`config.mk`:
```
export PLATFORM = sky130hd
export DESIGN_NAME = mux_onehot_pipe
export DESIGN_NICKNAME = d
export VERILOG_FILES = /design/src/rtl/mux_onehot_pipe.sv
export SDC_FILE = /design/constraint.sdc
export NUM_CORES = 1
export LEC_CHECK = 0
export ABC_AREA = 0
export ABC_CLOCK_PERIOD_IN_PS = 1550
export CELL_PAD_IN_SITES_DETAIL_PLACEMENT = 1
export CELL_PAD_IN_SITES_GLOBAL_PLACEMENT = 2
export CORE_ASPECT_RATIO = 1.2
export CORE_MARGIN = 2
export CORE_UTILIZATION = 20
export DETAILED_ROUTE_END_ITERATION = 12
export PLACE_DENSITY_LB_ADDON = 0.05
export SETUP_SLACK_MARGIN = 0.05
export SYNTH_ARGS = -nofsm -noshare
export SYNTH_HDL_FRONTEND = slang
export SYNTH_SLANG_ARGS = --single-unit
```
`constraint.sdc`:
```
create_clock -name clk -period 1.55 [get_ports clk]
set_input_delay 0.31 -clock clk [delete_from_list [all_inputs] [get_ports clk]]
set_output_delay 0.31 -clock clk [all_outputs]
set_load 0.01 [all_outputs]
```
`src/rtl/mux_onehot_pipe.sv`:
```
`default_nettype none
// ============================================================================
//  Module   : mux_onehot_pipe
//  Purpose  : N-channel, WIDTH-bit one-hot-select multiplexer with a
//             registered output stage, valid/ready handshake and a two-entry
//             skid buffer (OUT + SKID) for full throughput under backpressure.
//  Build    : define MUX_SEL_CHECK_EN to make a multi-hot select yield 0 and
//             raise the sticky sel_err flag. Without it, a multi-hot select
//             yields the OR of the selected channels, and sel_err is tied to 0.
//  Ports    : clk       - rising-edge clock
//             reset     - synchronous active-high reset
//             in_valid  - input beat valid
//             in_ready  - block can accept a beat (registered)
//             sel       - one-hot select, bit k selects channel k
//             d         - channel k at d[k*WIDTH +: WIDTH]
//             out_valid - y holds a valid result
//             out_ready - downstream consumes y
//             y         - selected word
//             err_clr   - clears sel_err (check build only)
//             sel_err   - sticky invalid-select flag
//  Revision : 1.0 - initial release
// ============================================================================
module mux_onehot_pipe #(
  parameter int WIDTH = 32,
  parameter int N     = 5
) (
  input  logic               clk,
  input  logic               reset,
  input  logic               in_valid,
  output logic               in_ready,
  input  logic [N-1:0]       sel,
  input  logic [N*WIDTH-1:0] d,
  output logic               out_valid,
  input  logic               out_ready,
  output logic [WIDTH-1:0]   y,
  input  logic               err_clr,
  output logic               sel_err
);

  logic             out_valid_q, out_valid_d;
  logic [WIDTH-1:0] out_data_q,  out_data_d;
  logic             skid_valid_q, skid_valid_d;
  logic [WIDTH-1:0] skid_data_q,  skid_data_d;

  logic             w_accept;
  logic             w_consume;
  logic [WIDTH-1:0] w_andor;
  logic [WIDTH-1:0] w_result;

  // AND-OR mux across all channels; sel == 0 naturally gives 0.
  always_comb begin
    w_andor = '0;
    for (int k = 0; k < N; k++) begin
      w_andor = w_andor | ({WIDTH{sel[k]}} & d[k*WIDTH +: WIDTH]);
    end
  end

`ifdef MUX_SEL_CHECK_EN
  logic w_multi;
  logic sel_err_q, sel_err_d;

  // More than one bit set: clearing the lowest set bit leaves something.
  assign w_multi  = |(sel & (sel - {{(N-1){1'b0}}, 1'b1}));
  assign w_result = w_multi ? '0 : w_andor;

  // Set has priority over clear when both happen in the same cycle.
  always_comb begin
    sel_err_d = sel_err_q;
    if (w_accept && w_multi) begin
      sel_err_d = 1'b1;
    end else if (err_clr) begin
      sel_err_d = 1'b0;
    end
  end

  always_ff @(posedge clk) begin
    if (reset) begin
      sel_err_q <= 1'b0;
    end else begin
      sel_err_q <= sel_err_d;
    end
  end

  assign sel_err = sel_err_q;
`else
  logic w_unused_err_clr;

  assign w_unused_err_clr = err_clr;
  assign w_result         = w_andor;
  assign sel_err          = 1'b0;
`endif

  // in_ready depends only on the SKID register, never on out_ready.
  assign w_accept  = in_valid && !skid_valid_q;
  assign w_consume = out_valid_q && out_ready;

  always_comb begin
    out_valid_d  = out_valid_q;
    out_data_d   = out_data_q;
    skid_valid_d = skid_valid_q;
    skid_data_d  = skid_data_q;

    if (w_consume && skid_valid_q) begin
      // Drain SKID into OUT; no accept can coincide since in_ready is low.
      out_valid_d  = 1'b1;
      out_data_d   = skid_data_q;
      skid_valid_d = 1'b0;
    end else if (w_accept) begin
      if (!out_valid_q || w_consume) begin
        out_valid_d = 1'b1;
        out_data_d  = w_result;
      end else begin
        skid_valid_d = 1'b1;
        skid_data_d  = w_result;
      end
    end else if (w_consume) begin
      out_valid_d = 1'b0;
    end
  end

  always_ff @(posedge clk) begin
    if (reset) begin
      out_valid_q  <= 1'b0;
      out_data_q   <= '0;
      skid_valid_q <= 1'b0;
      skid_data_q  <= '0;
    end else begin
      out_valid_q  <= out_valid_d;
      out_data_q   <= out_data_d;
      skid_valid_q <= skid_valid_d;
      skid_data_q  <= skid_data_d;
    end
  end

  assign in_ready  = !skid_valid_q;
  assign out_valid = out_valid_q;
  assign y         = out_data_q;

endmodule
`default_nettype wire

```
==> impl_metrics.env <==
export IMPL_outcome="complete, no violations"
export IMPL_drt_total_wl_um=17500
export IMPL_synthMuxAreaShare_pct=0.310
export IMPL_io_pins=205
export IMPL_antenna_found_initial=0
export IMPL_io_buffers=202
export IMPL_drc=0
export IMPL_critPathKind="input pin to flip-flop"
export IMPL_critPathMaxStageDelay_ps=440
export IMPL_ir_worst_vdd_mv=0.440
export IMPL_grt_pass1_wl_um=24300
export IMPL_grt_max_degree=34
export IMPL_cts_buffers=9
export IMPL_num_vias=4019
export IMPL_reg2reg_depth=5
export IMPL_multi_input_comb_area_sq_mm=0.00179
export IMPL_synthAdderAreaFrac_pct=0
export IMPL_utilization_pct=40.5
export IMPL_finalSetupViolCount=0
export IMPL_rr_startpoint="out_valid"
export IMPL_crit_path_start="sel[1]"
export IMPL_synth_simple_gate_area_share_pct=15.2
export IMPL_crit_buf_inv=2
export IMPL_root_buffer="clkbuf_16"
export IMPL_clkSinkCount=66
export IMPL_dp_hpwl_um=11000
export IMPL_max_freq_mhz=662
export IMPL_power_leakage_nw=2.52
export IMPL_setup_ws_ps=39.9
export IMPL_ant_nets=0
export IMPL_tightest_slew_ps=474
export IMPL_synth_distinct_cells=24
export IMPL_syn_nets=510
export IMPL_drv_slew=0
export IMPL_syn_area_sq_mm=0.00323
export IMPL_slowest_stage="clkdlybuf4s50_1"
export IMPL_intPower_mw=4.26
export IMPL_clkTransAtPathRegs_ps=60
export IMPL_grt_total_usage_pct=18.6
export IMPL_start_kind="input pin"
export IMPL_grt_overflow_total=0
export IMPL_layout_common_cells="clkdlybuf4s50_1, dfxtp_1, buf_4"
export IMPL_synth_warnings=0
export IMPL_dieArea_sq_mm=0.0172
export IMPL_synth_top_family_by_area="compound AO/OA/AOI/OAI gates"
export IMPL_worst_path_stages=5
export IMPL_dieHeight_um=143
export IMPL_yosysSeqAreaShare_pct=40.9
export IMPL_fillers=1770
export IMPL_p_clk_share_pct=42.5
export IMPL_cp_end_kind="flip-flop"
export IMPL_period_share_pct=97.4
export IMPL_synth_compound_area_share_pct=37.2
export IMPL_initial_core_util_pct=20.6
export IMPL_synth_xor_area_share_pct=0
export IMPL_netSwitchingFraction_pct=24.8
export IMPL_final_common_cell="clkdlybuf4s50_1"
export IMPL_dp_cells=759
export IMPL_relSlewSlack_pct=67.8
export IMPL_die_w_um=120
export IMPL_drive_gt1_share_pct=15.8
export IMPL_cts_buffer_depth=2
export IMPL_period_needed_ps=1510
export IMPL_p_sw_mw=1.40
export IMPL_hold_violations=0
export IMPL_place_ws_ps=-533
export IMPL_syn_avg_cell_area_sq_um=9.50
export IMPL_arrival_ps=1720
export IMPL_syn_inst=340
export IMPL_comb_power_share_pct=24.2
export IMPL_cap_violations=0
export IMPL_drtPass1Iterations=7
export IMPL_first_global_vias=4254
export IMPL_cts_tree="yes"
export IMPL_area_delta_synth_final_pct=97.2
export IMPL_diodes=0
export IMPL_coreArea_sq_mm=0.0157
export IMPL_whs_ps=393
export IMPL_rows=50
export IMPL_drt_vias_per_instance=5.09
export IMPL_skew_ps=7.72
export IMPL_crit_fanout=19
export IMPL_synth_seq_cells=66
export IMPL_hold_path_class="input pin to flip-flop"
export IMPL_grt_setup_unrepaired="true"
export IMPL_crit_end="y[4]"
export IMPL_power_total_mw=5.66
export IMPL_reg2reg_slack_ps=80
export IMPL_r2r_end="y[0]"
export IMPL_power_frac_seq_pct=33.3
export IMPL_h_tree_depth=3
export IMPL_path_cells="clkdlybuf4s50_1, buf_4, a22oi_1, nand2_1, a221o_1"
export IMPL_clock_latency_ps=330
export IMPL_drt_initial_drc_count=257
export IMPL_power_density_mw_per_mm2=889
export IMPL_nNetsFinal=747
export IMPL_instances_no_fill=790
export IMPL_routabilityCongestion=0.760
export IMPL_critPathTopFamily="buffers and inverters"
export IMPL_routedWlPerCell_um=22.2
export IMPL_crit_required_ps=1760
export IMPL_regArea_sq_mm=0.00133
state kept, by name (all words and copies together) (netlist names):
signal and count:
y 32, skid_valid_q 1, skid_data_q 32, out_valid 1
cell families after synthesis:
family          count (synthesis)
simple gates                  101
other cells                     1
flops                          66
mux                             1
compound gates                133
buf+inv                        38
final cells by class:
cell class,count,share of cell area (%)
inverter,2,0.118
clock buffer,10,3.75
timing repair buffer,259,41.3
sequential,66,20.8
tap,208,4.09
multi-input combinational,239,28.1
clock inverter,6,1.77
through the flow:
step | setup TNS, ps | instance area [sq um]
finish | 0 | 6370
global route | 0 | 6370
CTS | 0 | 6190
detailed placement | -22290 | 5740
global placement | -21400 | 5740
floorplan | 0 | 3230
layer usage:
layer | global-route usage (%) | part of all wire [%]
met5 | 0 | 0
met3 | 5.39 | 6.0
met2 | 32.6 | 50
met1 | 22.3 | 43
met4 | 4.71 | 0.90
worst min path at each step:
stage / depth (start not counted) / from / endpoint / slack (ps)
floorplan: 1 / out_ready / skid_valid_q / 410
detailed placement: 1 / y[16] / y[16] / 470
global route: 2 / out_ready / skid_valid_q / 390
global placement: 1 / y[6] / y[6] / 470
finish: 2 / out_ready / skid_valid_q / 390
CTS: 2 / out_ready / skid_valid_q / 360
worst reg2reg max path, stage by stage, from the launching register on:
cell       delay, ps
dfxtp_4          350
buf_4            150
and4b_4          250
clkbuf_16        190
and2_1           160
a221o_1          250
power by group through the flow:
stage	combinational [mW]	sequential [mW]	clock [mW]
after floorplan	0.418	1.95	0
after global placement	1.31	1.92	0
after detailed placement	1.33	1.93	0
after CTS	1.33	1.89	2.45
after global routing	1.47	1.90	2.55
final	1.37	1.89	2.40
cell usage after synthesis:
cell / n / area, sq um
clkbuf_1: 15 / 56.3
nand2_1: 32 / 120
o21ai_0: 1 / 5.00
inv_1: 2 / 7.51
conb_1: 1 / 3.75
and4bb_1: 1 / 12.5
o21ba_4: 1 / 16.3
a22oi_1: 32 / 240
and2_1: 32 / 200
nor3_2: 1 / 10.0
buf_4: 6 / 45.0
a21oi_1: 2 / 10.0
and2b_4: 1 / 10.0
a311oi_1: 32 / 280
a211oi_1: 1 / 7.51
nand2b_2: 1 / 8.76
and4b_1: 1 / 10.0
buf_6: 3 / 33.8
a221o_1: 32 / 320
buf_2: 12 / 60.1
a222oi_1: 32 / 320
mux2i_1: 1 / 10.0
nor2_1: 32 / 120
dfxtp_1: 66 / 1320
repair_timing:
action / CTS / global route
gates cloned: 4 / 6
hold buffers: 0 / 0
buffers inserted: 3 / 3
gates resized for setup: 54 / 13
pin swaps: 5 / 4
endpoints found under the setup margin: 74 / 41
(Power assumes the default switching activity.)
